[src/rtl/aes_inv_sbox_word.sv]
// -----------------------------------------------------------------------------
// aes_inv_sbox_word
//   Iterative InvSubBytes engine for the AES decryption datapath. Each byte of
//   a 32-bit word is passed through the inverse affine transform and then the
//   GF(2^8) multiplicative inverse. The inverse is computed in the composite
//   field GF((2^4)^2) built from GF(2^4) = GF(2)[y]/(y^4+y+1) and
//   GF(2^4)[z]/(z^2+z+lambda), lambda = 4'hE. NUM_LANES bytes are processed
//   per cycle, so a word takes ITER = 4/NUM_LANES cycles.
//
// Ports
//   clk_i    in   1   clock, rising edge
//   rst_ni   in   1   synchronous active-low reset
//   valid_i  in   1   word_i is valid
//   ready_o  out  1   block can accept a word (IDLE)
//   word_i   in   32  input word, byte k = word_i[8k+7:8k]
//   valid_o  out  1   word_o is valid (DONE)
//   ready_i  in   1   downstream accepts word_o
//   word_o   out  32  InvSubBytes(word_i), same byte positions
//   busy_o   out  1   state is not IDLE
// -----------------------------------------------------------------------------
module aes_inv_sbox_word #(
  parameter int NUM_LANES = 1
) (
  input  logic        clk_i,
  input  logic        rst_ni,
  input  logic        valid_i,
  output logic        ready_o,
  input  logic [31:0] word_i,
  output logic        valid_o,
  input  logic        ready_i,
  output logic [31:0] word_o,
  output logic        busy_o
);

  localparam int ITER = 4 / NUM_LANES;

  generate
    if (NUM_LANES != 1 && NUM_LANES != 2 && NUM_LANES != 4) begin : g_bad_lanes
      $error("aes_inv_sbox_word: NUM_LANES must be 1, 2 or 4");
    end
  endgenerate

  // ---------------------------------------------------------------------------
  // GF(2^4) primitives, field polynomial y^4 + y + 1
  // ---------------------------------------------------------------------------
  function automatic logic [3:0] gf4_mul(input logic [3:0] a, input logic [3:0] b);
    logic [3:0] acc;
    logic [3:0] sh;
    acc = '0;
    sh  = a;
    for (int i = 0; i < 4; i++) begin
      if (b[i]) acc = acc ^ sh;
      // multiply by y, folding y^4 back to y + 1
      sh = {sh[2:0], 1'b0} ^ (sh[3] ? 4'h3 : 4'h0);
    end
    return acc;
  endfunction

  function automatic logic [3:0] gf4_sq(input logic [3:0] a);
    return gf4_mul(a, a);
  endfunction

  // a^-1 = a^14 = a^2 * a^4 * a^8; maps 0 to 0 as required
  function automatic logic [3:0] gf4_inv(input logic [3:0] a);
    logic [3:0] a2, a4, a8;
    a2 = gf4_sq(a);
    a4 = gf4_sq(a2);
    a8 = gf4_sq(a4);
    return gf4_mul(gf4_mul(a2, a4), a8);
  endfunction

  // ---------------------------------------------------------------------------
  // Isomorphism GF(2^8) (AES basis) <-> GF((2^4)^2); columns are powers of a
  // root beta = 8'h26 of x^8+x^4+x^3+x+1 in the composite field.
  // ---------------------------------------------------------------------------
  function automatic logic [7:0] map_iso(input logic [7:0] a);
    logic [7:0] q;
    q[0] = a[0] ^ a[4] ^ a[5] ^ a[6];
    q[1] = a[1] ^ a[2];
    q[2] = a[1] ^ a[7];
    q[3] = a[2] ^ a[4];
    q[4] = a[4] ^ a[5] ^ a[6];
    q[5] = a[1] ^ a[4] ^ a[6] ^ a[7];
    q[6] = a[2] ^ a[3] ^ a[5] ^ a[7];
    q[7] = a[5] ^ a[7];
    return q;
  endfunction

  function automatic logic [7:0] map_iso_inv(input logic [7:0] q);
    logic [7:0] r;
    r[0] = q[0] ^ q[4];
    r[1] = q[4] ^ q[5] ^ q[7];
    r[2] = q[1] ^ q[4] ^ q[5] ^ q[7];
    r[3] = q[1] ^ q[4] ^ q[5] ^ q[6];
    r[4] = q[1] ^ q[3] ^ q[4] ^ q[5] ^ q[7];
    r[5] = q[2] ^ q[4] ^ q[5];
    r[6] = q[1] ^ q[2] ^ q[3] ^ q[4] ^ q[7];
    r[7] = q[2] ^ q[4] ^ q[5] ^ q[7];
    return r;
  endfunction

  // (h z + l)^-1 = (h d^-1) z + (h + l) d^-1, d = h^2*lambda + h*l + l^2
  function automatic logic [7:0] gf8_inv(input logic [7:0] a);
    logic [7:0] q;
    logic [3:0] h, l, d, di;
    q  = map_iso(a);
    h  = q[7:4];
    l  = q[3:0];
    d  = gf4_mul(gf4_sq(h), 4'hE) ^ gf4_mul(h, l) ^ gf4_sq(l);
    di = gf4_inv(d);
    return map_iso_inv({gf4_mul(h, di), gf4_mul(h ^ l, di)});
  endfunction

  function automatic logic [7:0] inv_affine(input logic [7:0] a);
    return {a[6:0], a[7]} ^ {a[4:0], a[7:5]} ^ {a[1:0], a[7:2]} ^ 8'h05;
  endfunction

  function automatic logic [7:0] inv_sbox(input logic [7:0] a);
    return gf8_inv(inv_affine(a));
  endfunction

  // ---------------------------------------------------------------------------
  // State and datapath registers
  // ---------------------------------------------------------------------------
  typedef enum logic [1:0] {IDLE, BUSY, DONE} state_t;

  state_t      r_state;
  state_t      w_state_nxt;
  logic [1:0]  r_cnt;
  logic [1:0]  w_cnt_nxt;
  logic [31:0] r_word_in;
  logic [31:0] r_word_o;
  logic        w_last;
  logic [7:0]  w_lane_in  [NUM_LANES];
  logic [7:0]  w_lane_out [NUM_LANES];

  assign w_last = (r_cnt == 2'(ITER - 1));

  // Byte k belongs to group k/NUM_LANES and is handled by lane k%NUM_LANES.
  always_comb begin
    for (int l = 0; l < NUM_LANES; l++) w_lane_in[l] = '0;
    for (int k = 0; k < 4; k++) begin
      if (r_cnt == 2'(k / NUM_LANES)) w_lane_in[k % NUM_LANES] = r_word_in[8*k +: 8];
    end
  end

  generate
    for (genvar g = 0; g < NUM_LANES; g++) begin : g_lane
      assign w_lane_out[g] = inv_sbox(w_lane_in[g]);
    end
  endgenerate

  // ---------------------------------------------------------------------------
  // FSM: next state and counter
  // ---------------------------------------------------------------------------
  always_comb begin
    w_state_nxt = r_state;
    w_cnt_nxt   = r_cnt;
    case (r_state)
      IDLE: begin
        if (valid_i) begin
          w_state_nxt = BUSY;
          w_cnt_nxt   = '0;
        end
      end
      BUSY: begin
        if (w_last) begin
          w_state_nxt = DONE;
          w_cnt_nxt   = '0;
        end else begin
          w_cnt_nxt = r_cnt + 2'd1;
        end
      end
      DONE: begin
        if (ready_i) w_state_nxt = IDLE;
      end
      default: begin
        w_state_nxt = IDLE;
        w_cnt_nxt   = '0;
      end
    endcase
  end

  always_ff @(posedge clk_i) begin
    if (!rst_ni) begin
      r_state <= IDLE;
      r_cnt   <= '0;
    end else begin
      r_state <= w_state_nxt;
      r_cnt   <= w_cnt_nxt;
    end
  end

  // ---------------------------------------------------------------------------
  // Datapath: capture on accept, write back the processed group in BUSY.
  // Unprocessed bytes keep their previous value.
  // ---------------------------------------------------------------------------
  always_ff @(posedge clk_i) begin
    if (!rst_ni) begin
      r_word_in <= '0;
      r_word_o  <= '0;
    end else begin
      if (r_state == IDLE && valid_i) r_word_in <= word_i;
      if (r_state == BUSY) begin
        for (int k = 0; k < 4; k++) begin
          if (r_cnt == 2'(k / NUM_LANES)) r_word_o[8*k +: 8] <= w_lane_out[k % NUM_LANES];
        end
      end
    end
  end

  assign ready_o = (r_state == IDLE);
  assign valid_o = (r_state == DONE);
  assign busy_o  = (r_state != IDLE);
  assign word_o  = r_word_o;

endmodule

[config.mk]
export PLATFORM = sky130hd
export DESIGN_NAME = aes_inv_sbox_word
export DESIGN_NICKNAME = d
export VERILOG_FILES = /design/src/rtl/aes_inv_sbox_word.sv
export SDC_FILE = /design/constraint.sdc
export NUM_CORES = 1
export LEC_CHECK = 0
export ABC_CLOCK_PERIOD_IN_PS = 7500
export BUFFER_PORTS_ARGS = -buffer_cell sky130_fd_sc_hd__buf_2
export CAP_MARGIN = 20
export CORE_ASPECT_RATIO = 0.7
export CORE_MARGIN = 5
export CORE_UTILIZATION = 54
export DETAILED_ROUTE_END_ITERATION = 8
export GPL_TIMING_DRIVEN = 0
export HOLD_SLACK_MARGIN = 0.1
export PLACE_DENSITY = 0.8
export SYNTH_ARGS = -nofsm -noshare
export SYNTH_HDL_FRONTEND = slang
export SYNTH_SLANG_ARGS = --single-unit
[constraint.sdc]
create_clock -name clk_i -period 7.5 [get_ports clk_i]
set_input_delay 0.75 -clock clk_i [delete_from_list [all_inputs] [get_ports clk_i]]
set_output_delay 0.75 -clock clk_i [all_outputs]
set_load 0.02 [all_outputs]
==> results.toml, run 1 <==
[outcome]
status = "complete, but fails checks"
violations = "negative setup slack"

[layout]
layout.nets = 855
fillCellCount = 564
drive_gt1_frac = 0.3563
antennaDiodeCount = 0
syn_to_final_growth_pct = 40.23

[drt]
drc = 0
drt_iter0_drc = 890
avgRoutedWirePerCell_um = 23.07
drt_pass1_iterations = 6
drt_wl_total_um = 21830
vias = 6246
viasPerCell = 6.603
ant_nets = 0

[yosys]
synthArstFlopShare = 0
netlist_instances = 652
netlist.top_cell.by_area = "dfxtp_1"
synth_flop_cell = "dfxtp_1"
ys_seq_elements = 68
yosysUniqueCellTypes = 78
synth_area_per_cell_um2 = 8.519
synth_top_cell_area_share = 0.2451
synth_warnings = 0
synth_edf_count = 0
ys_seq_area_frac = 0.2451
synth_nets = 698
ys_top_cells_by_area = "dfxtp_1, nand2_1, xnor2_1"
syn_area_um2 = 5554

[setup_path]
cp-start-kind = "register"
arrival_ns = 8.07
crit_top_cell = "xnor2_4"
cp_max_fo = 10
worst_path_max_delay_cell = "xor3_2"
cp.required_ns = 7.70
max_stage_delay_ns = 0.69
crit_path_end_kind = "register"
crit_start = "r_cnt[1]$_SDFFE_PN0P_"
r2r-start = "r_cnt[1]$_SDFFE_PN0P_"
path_class = "reg2reg"

[timing]
fmax_ghz = 0.1270
final_max_slew_viol_count = 0
period_minus_slack_ns = 7.871
maxSlewHeadroom = 0.4085
fin_ws_ns = -0.3715
tightestPinTransition_ns = 0.8809
skew_ns = 0.01213
period_share = 1.050
hold_viol_final = 0
setup_violations = 32
setup-tns-final_ns = -9.586

[die]
die-area_um2 = 12450
dieHeight_um = 94.85
initial_core_util = 0.5445
die_w_um = 131.2
core_area_um2 = 10200
ios = 71
rows = 31

[clock_tree]
cts_tree = "done"
cts_max_level = 3
numClockSinks = 68
insertion_delay_ns = 0.34
clockBufferDepth = 2
clk_pin_slew_worst_paths_ns = 0.05
hold_buffers = 0
cts_root_buffer = "clkbuf_16"
cts_made_buffers = 9

[global_route]
grt_pass1_wl_um = 27990
grt_antenna_before_repair = 0
grt_pass1_vias = 5512
grt_max_degree = 12
grtUsageTotal = 0.2729
globalRouteOverflowTotal = 0

[placement]
routabilityCongestion = 0.8740
port_buffers = 69
place_hpwl_um = 11410

[run]
drv_cap = 0

[min_path]
hold_path.class = "reg2reg"
holdCritStartpoint = "r_word_in[5]$_SDFFE_PN0P_"
## cells in the final DEF, fill, tap and decap left out, drive strengths merged, types with 3 or more instances in the layout
cell type,n
nor2b,12
xnor2,57
o211a,10
and3,4
and2,7
nor4,6
a221oi,4
o311ai,3
a311oi,8
inv,14
xor2,20
nand2b,3
or4,3
nor2,44
and4,3
mux2,4
a21oi,30
o211ai,5
xor3,3
a21boi,32
nand2,103
buf,160
mux2i,16
nor3b,12
nand3b,10
nand3,10
a211oi,7
o21ai,45
clkbuf,46
dfxtp,68
ha,10
a22oi,3
nor3,5
xnor3,12
## final cells by class
class / count / area, µm² / share of cell area
Multi-Input combinational cell: 522 / 4547 / 0.5838
Sequential cell: 68 / 1369 / 0.1757
Timing Repair Buffer: 147 / 1020 / 0.1309
Buffer: 47 / 326.6 / 0.04193
Clock buffer: 12 / 256.5 / 0.03293
Tap cell: 132 / 165.2 / 0.02120
Inverter: 14 / 57.56 / 0.007390
Clock inverter: 4 / 47.55 / 0.006104
## kinds of logic (layout without fill, tap and decap cells)
| family | count (synthesis) | after routing | synth area share |
|---|---|---|---|
| AO/OA/AOI/OAI | 167 | 167 | 0.2257 |
| XOR/XNOR | 92 | 92 | 0.2113 |
| adder cells (fa/ha/maj) | 11 | 11 | 0.02455 |
| buffers and inverters | 62 | 224 | 0.05046 |
| flip-flops | 68 | 68 | 0.2451 |
| multiplexers | 20 | 20 | 0.03694 |
| AND/OR/NAND/NOR | 232 | 232 | 0.2059 |
## layer usage
layer,wire (µm),GRT usage,share of wire,vias to the layer above
met3,2453,0.04686,0.11,180
met5,0,0,0,-
li1,-,-,-,2593
met4,1641,0.07353,0.075,0
met2,9701,0.4734,0.44,571
met1,8030,0.3543,0.37,2902
## cells in the mapped netlist (4+ instances only)
master	count
o21ai_1	6
mux2i_1	16
o21ai_0	39
inv_1	13
xor2_1	18
nor2_1	41
a311oi_4	4
a21oi_1	30
and2_1	7
nor4_1	6
clkbuf_1	33
buf_6	4
nor3_1	4
nand3_1	10
a21boi_0	32
xnor2_1	43
nand3b_1	10
xnor3_1	10
o211ai_1	5
mux2_2	4
nor2b_1	12
ha_1	10
nor3b_1	12
dfxtp_1	68
and3_1	4
buf_2	8
xnor2_2	12
nand2_1	102
o211a_1	10
a211oi_1	6
## worst max-delay path, delay by kind of cell (launching register included)
| family | cells | cell delay, ns |
|---|---|---|
| multiplexers | 1 | 0.11 |
| flip-flops | 1 | 0.36 |
| AO/OA/AOI/OAI | 6 | 1.34 |
| XOR/XNOR | 14 | 4.05 |
| adder cells (fa/ha/maj) | 3 | 0.68 |
| AND/OR/NAND/NOR | 1 | 0.05 |
| buffers and inverters | 8 | 1.12 |
## stage by stage
stage / cell area [µm²] / util / hold WS (ns) / setup WS [ns] / instances
3_3_place_gp: 6098 / 0.5978 / 0.4535 / -1.069 / 853
4_1_cts: 7093 / 0.6953 / 0.4753 / 0.007184 / 911
3_5_place_dp: 6098 / 0.5978 / 0.4596 / -1.406 / 853
2_1_floorplan: 5588 / - / 0.4435 / 0.01577 / 652
6_report: 7789 / 0.7635 / 0.4811 / -0.3715 / 946
5_1_grt: 7789 / 0.7635 / 0.5022 / -0.5210 / 946
## state kept, by name, indices dropped and copies added (netlist names)
| name | cells |
|---|---|
| r_state | 2 |
| word_o | 32 |
| r_cnt | 2 |
| r_word_in | 32 |
## worst paths after layout
| kind | slack (ns) | cells after the start | endpoint |
|---|---|---|---|
| worst max register to register | -0.37 | 33 | word_o[31]$_SDFFE_PN0P_ |
| worst max-delay path | -0.37 | 33 | word_o[31]$_SDFFE_PN0P_ |
| worst min-delay path | 0.48 | 2 | r_word_in[5]$_SDFFE_PN0P_ |
| worst min register to register | 0.48 | 2 | r_word_in[5]$_SDFFE_PN0P_ |
## what timing repair did
item / in CTS / in global routing
pin swaps: 36 / 44
buffers inserted: 43 / 32
cloned: 0 / 4
resized for setup: 57 / 73
setup endpoints to repair: 32 / 32
Power of run 1 is not shown: default switching activity piles up to over one toggle a cycle in this logic, so the estimate is an artifact.
==> inputs of run 2 (changes only) <==
Settings changed: CELL_PAD_IN_SITES_DETAIL_PLACEMENT set to 1, CELL_PAD_IN_SITES_GLOBAL_PLACEMENT set to 1, CORE_UTILIZATION 54 to 40, PLACE_DENSITY 0.8 to 0.79.
==> run 2 against run 1 <==
Effect of this change:
- clock skew shrank 0.0011 ns
- maximum frequency shrank 2.7%
- count of clock-buffer cells in the layout is the same
- critical path depth shrank 3
- final cell count grew 8.2%
- non-clock buffer count grew 20
- first-iteration DRC count shrank 35%
- the flow still finishes with violations (negative setup slack)
- via count grew 1.1%
- hold slack lost 0.0059 ns
- die area grew 32%
- final area grew 4.0%
==> results.toml, run 2 (synthesis results as in run 1) <==
[outcome]
status = "complete, but fails checks"
violations = "negative setup slack"

[setup_path]
cp-start-kind = "register"
cp.required_ns = 7.71
arrival_ns = 8.30
r2r_end = "word_o[12]$_SDFFE_PN0P_"
reg2reg_depth = 30
crit_path_end_kind = "register"
cp_num_buf_inv = 9
r2r-start = "r_cnt[1]$_SDFFE_PN0P_"
cp_top_family = "XOR/XNOR gates"
endpoint = "word_o[12]$_SDFFE_PN0P_"
cp_max_fo = 10
worst_path_max_delay_cell = "xor2_1"
path_class = "reg2reg"
r2r_slack_ns = -0.59
crit_start = "r_cnt[1]$_SDFFE_PN0P_"
max_stage_delay_ns = 0.79
crit_cells = 30

[global_route]
globalRouteOverflowTotal = 0
grt_pass1_vias = 5921
grt_antenna_before_repair = 0
grt_max_degree = 12
grtUsageTotal = 0.2538
grt_pass1_wl_um = 32350

[layout]
stdcell_area_um2 = 8103
drive_gt1_frac = 0.4017
fillCellCount = 1573
antennaDiodeCount = 0
regArea_um2 = 1369
layout.nets = 875
fin_util = 0.5879
multi_input_area_um2 = 4649
final_cell_mix = "nand2_1, buf_4, buf_2"
final_common_cell = "nand2_1"
syn_to_final_growth_pct = 45.89

[timing]
setup_violations = 32
worst_hold_slack_ns = 0.4753
final_max_slew_viol_count = 0
skew_ns = 0.01106
maxSlewHeadroom = 0.3567
period_minus_slack_ns = 8.089
hold_viol_final = 0
fmax_ghz = 0.1236
tightestPinTransition_ns = 0.9581
fin_ws_ns = -0.5886
period_share = 1.078
rsz0062_at_grt = "yes"

[die]
core_area_um2 = 13780
dieHeight_um = 108.6
initial_core_util = 0.4030
die-area_um2 = 16380
rows = 36
ios = 71
die_w_um = 150.8

[run]
drv_cap = 0

[clock_tree]
cts_made_buffers = 9
insertion_delay_ns = 0.35
clk_pin_slew_worst_paths_ns = 0.06
cts_tree = "done"
cts_root_buffer = "clkbuf_16"
numClockSinks = 68
clockBufferDepth = 2
cts_max_level = 3

[drt]
avgRoutedWirePerCell_um = 26.09
drt_iter0_drc = 575
viasPerCell = 6.168
drt_pass1_iterations = 5
drt_wl_total_um = 26720
ant_nets = 0
drc = 0
vias = 6316

[min_path]
hold_path.class = "reg2reg"
hold_depth = 2

[placement]
place_hpwl_um = 12770
port_buffers = 69
place_area_um2 = 6171
routabilityCongestion = 0.8833
run 2: layer usage:
layer	global-route usage	share of wire	vias up	routed length, µm
li1	-	-	2645	-
met1	0.3324	0.40	3138	10690
met2	0.4167	0.47	410	12550
met3	0.05865	0.080	123	2135
met4	0.07891	0.050	0	1345
met5	0	0	-	0
run 2: area by class of cell:
type / count / share of cell area
Buffer: 46 / 0.03644
Inverter: 14 / 0.007103
Multi-Input combinational cell: 522 / 0.5738
Sequential cell: 68 / 0.1689
Clock buffer: 12 / 0.03166
Clock inverter: 4 / 0.005868
Timing Repair Buffer: 168 / 0.1468
Tap cell: 190 / 0.02934
run 2: timing repair:
item / CTS / global route
hold endpoints to repair: 0 / 0
pin swaps: 32 / 66
hold buffers: 0 / 0
buffers inserted: 46 / 53
gates cloned: 0 / 1
setup endpoints to repair: 32 / 32
resized for setup: 60 / 99
run 2: worst min path at each step:
stage / start / endpoint
6_report: r_word_in[9]$_SDFFE_PN0P_ / r_word_in[9]$_SDFFE_PN0P_
5_1_grt: r_word_in[9]$_SDFFE_PN0P_ / r_word_in[9]$_SDFFE_PN0P_
3_3_place_gp: r_word_in[27]$_SDFFE_PN0P_ / r_word_in[27]$_SDFFE_PN0P_
4_1_cts: r_word_in[29]$_SDFFE_PN0P_ / r_word_in[29]$_SDFFE_PN0P_
2_1_floorplan: r_word_in[26]$_SDFFE_PN0P_ / r_word_in[26]$_SDFFE_PN0P_
3_5_place_dp: r_word_in[29]$_SDFFE_PN0P_ / r_word_in[29]$_SDFFE_PN0P_
run 2: worst register-to-register path, delay by kind of cell (launching register included):
| family | cells | cell delay (ns) |
|---|---|---|
| XOR/XNOR | 9 | 3.09 |
| buffers and inverters | 9 | 1.67 |
| AO/OA/AOI/OAI | 6 | 1.54 |
| AND/OR/NAND/NOR | 4 | 0.78 |
| adder cells (fa/ha/maj) | 2 | 0.48 |
| flip-flops | 1 | 0.40 |
run 2: per-stage QoR:
step	setup WS, ns	TNS, ns	cells
2_1_floorplan	0.01577	0	652
3_3_place_gp	-1.166	-32.35	911
3_5_place_dp	-1.545	-43.68	911
4_1_cts	0.002491	0	971
5_1_grt	-0.7077	-18.58	1024
6_report	-0.5886	-14.42	1024
Power of run 2 is left out for the same reason.
==> inputs of run 3 (changes only) <==
Settings changed: CORE_UTILIZATION 40 to 30, PLACE_DENSITY 0.79 to 0.61.
==> run 3 against run 2 <==
Effect of this change:
- the run still ends with negative setup slack left
- final cell count up 2.9%
- maximum frequency up 7.8%
- hold slack got worse by 0.0017 ns
- critical path depth grew 2
- via count is 14% lower
- count of clock-buffer cells in the layout down 3
- non-clock buffer count decreased by 16
- core utilization shrank 15 points
- worst setup slack improved by 0.58 ns
- critical endpoint is now word_o[14]$_SDFFE_PN0P_
==> results.toml, run 3 (synthesis results as in run 1) <==
[outcome]
status = "complete, but fails checks"
violations = "negative setup slack"

[die]
initial_core_util = 0.3067
rows = 41
core_area_um2 = 18110
die_w_um = 172.6
dieHeight_um = 123.8
ios = 71
die-area_um2 = 21380

[placement]
routabilityCongestion = 0.8429
place_area_um2 = 6228
dp_worst_setup_slack_ns = -1.648
place_hpwl_um = 13670
port_buffers = 69

[setup_path]
cp.required_ns = 7.71
path_class = "reg2reg"
arrival_ns = 7.72
worst_path_max_delay_cell = "or4_4"
max_stage_delay_ns = 0.55
cp-start-kind = "register"
crit_path_end_kind = "register"
cp_max_fo = 7
crit_top_cell = "buf_6"

[clock_tree]
cts_made_buffers = 9
clk_pin_slew_worst_paths_ns = 0.06
cts_tree = "done"
cts_root_buffer = "clkbuf_16"
insertion_delay_ns = 0.34
clockBufferDepth = 2
numClockSinks = 68
cts_max_level = 3

[timing]
setup_violations = 3
rsz0062_at_grt = "yes"
final_max_slew_viol_count = 0
tightestPinTransition_ns = 0.9476
fin_ws_ns = -0.006502
period_share = 1.001
fmax_ghz = 0.1332
period_minus_slack_ns = 7.507
hold_viol_final = 0
maxSlewHeadroom = 0.3637
skew_ns = 0.008263

[global_route]
globalRouteOverflowTotal = 0
grt_pass1_vias = 5842
grt_pass1_wl_um = 31960
grt_antenna_before_repair = 0
grt_max_degree = 14
grtUsageTotal = 0.1845

[drt]
drc = 0
drt_iter0_drc = 309
ant_nets = 0
drt_wl_total_um = 20040
drt_pass1_iterations = 4
vias = 5443
avgRoutedWirePerCell_um = 19.01
viasPerCell = 5.164

[layout]
final_cell_mix = "nand2_1, buf_2, buf_4"
drive_gt1_frac = 0.3729
stdcell_area_um2 = 7946
final_common_cell = "nand2_1"
syn_to_final_growth_pct = 43.07
layout.nets = 859
antennaDiodeCount = 0

[min_path]
hold_path.class = "reg2reg"

[run]
drv_cap = 0
## run 3: cell types whose count changed in the layout (fill, tap and decap cells not counted), sizes merged
| cell | delta |
|---|---|
| clkinv | +1 |
| buf | -19 |
| clkinvlp | +1 |
| inv | +1 |
## run 3: worst max-delay path, delay by kind of cell (launching register included)
family                   cells  cell delay [ns]
AO/OA/AOI/OAI                7             1.34
XOR/XNOR                     8             1.93
adder cells (fa/ha/maj)      3             0.79
buffers and inverters        6             0.82
flip-flops                   1             0.38
multiplexers                 1             0.29
AND/OR/NAND/NOR              7             1.84
## run 3: cell type report
type                       count  area, µm²
clock inverter                 7      76.32
clock buffer                   9      225.2
fill                        2095      10160
sequential                    68       1369
buffer                        45      304.0
inverter                      14      60.06
tap                          236      295.3
multi-input combinational    522       4568
timing repair buffer         153       1049
## run 3: timing repair
item,CTS,global route
gates cloned,0,2
endpoints found under the setup margin,32,32
hold buffers,0,0
gates resized for setup,76,69
pin swaps,45,56
setup buffers,56,28
## run 3: per-layer routing
| metal | track usage | vias up | wire length, µm |
|---|---|---|---|
| li1 | - | 2614 | - |
| met1 | 0.2628 | 2687 | 9977 |
| met2 | 0.2949 | 128 | 8897 |
| met3 | 0.04126 | 14 | 1032 |
| met4 | 0.02524 | 0 | 132 |
| met5 | 0 | - | 0 |
## run 3: through the flow
step | TNS [ns] | utilization | hold slack, ns | instances
finish | -0.01453 | 0.4388 | 0.4736 | 1054
global route | -5.031 | 0.4388 | 0.4982 | 1054
CTS | 0 | 0.4099 | 0.4726 | 1027
detailed placement | -47.07 | 0.3440 | 0.4640 | 957
global placement | -38.89 | 0.3440 | 0.4542 | 957
floorplan | 0 | - | 0.4435 | 652
## run 3: path summary, 6_finish.rpt
path / from / end / slack [ns] / cells after the start
hold / removal: r_word_in[11]$_SDFFE_PN0P_ / r_word_in[11]$_SDFFE_PN0P_ / 0.47 / 2
setup / recovery: r_cnt[1]$_SDFFE_PN0P_ / word_o[14]$_SDFFE_PN0P_ / -0.007 / 32
hold reg to reg: r_word_in[11]$_SDFFE_PN0P_ / r_word_in[11]$_SDFFE_PN0P_ / 0.47 / 2
setup reg to reg: r_cnt[1]$_SDFFE_PN0P_ / word_o[14]$_SDFFE_PN0P_ / -0.007 / 32
Power of run 3 is left out for the same reason.
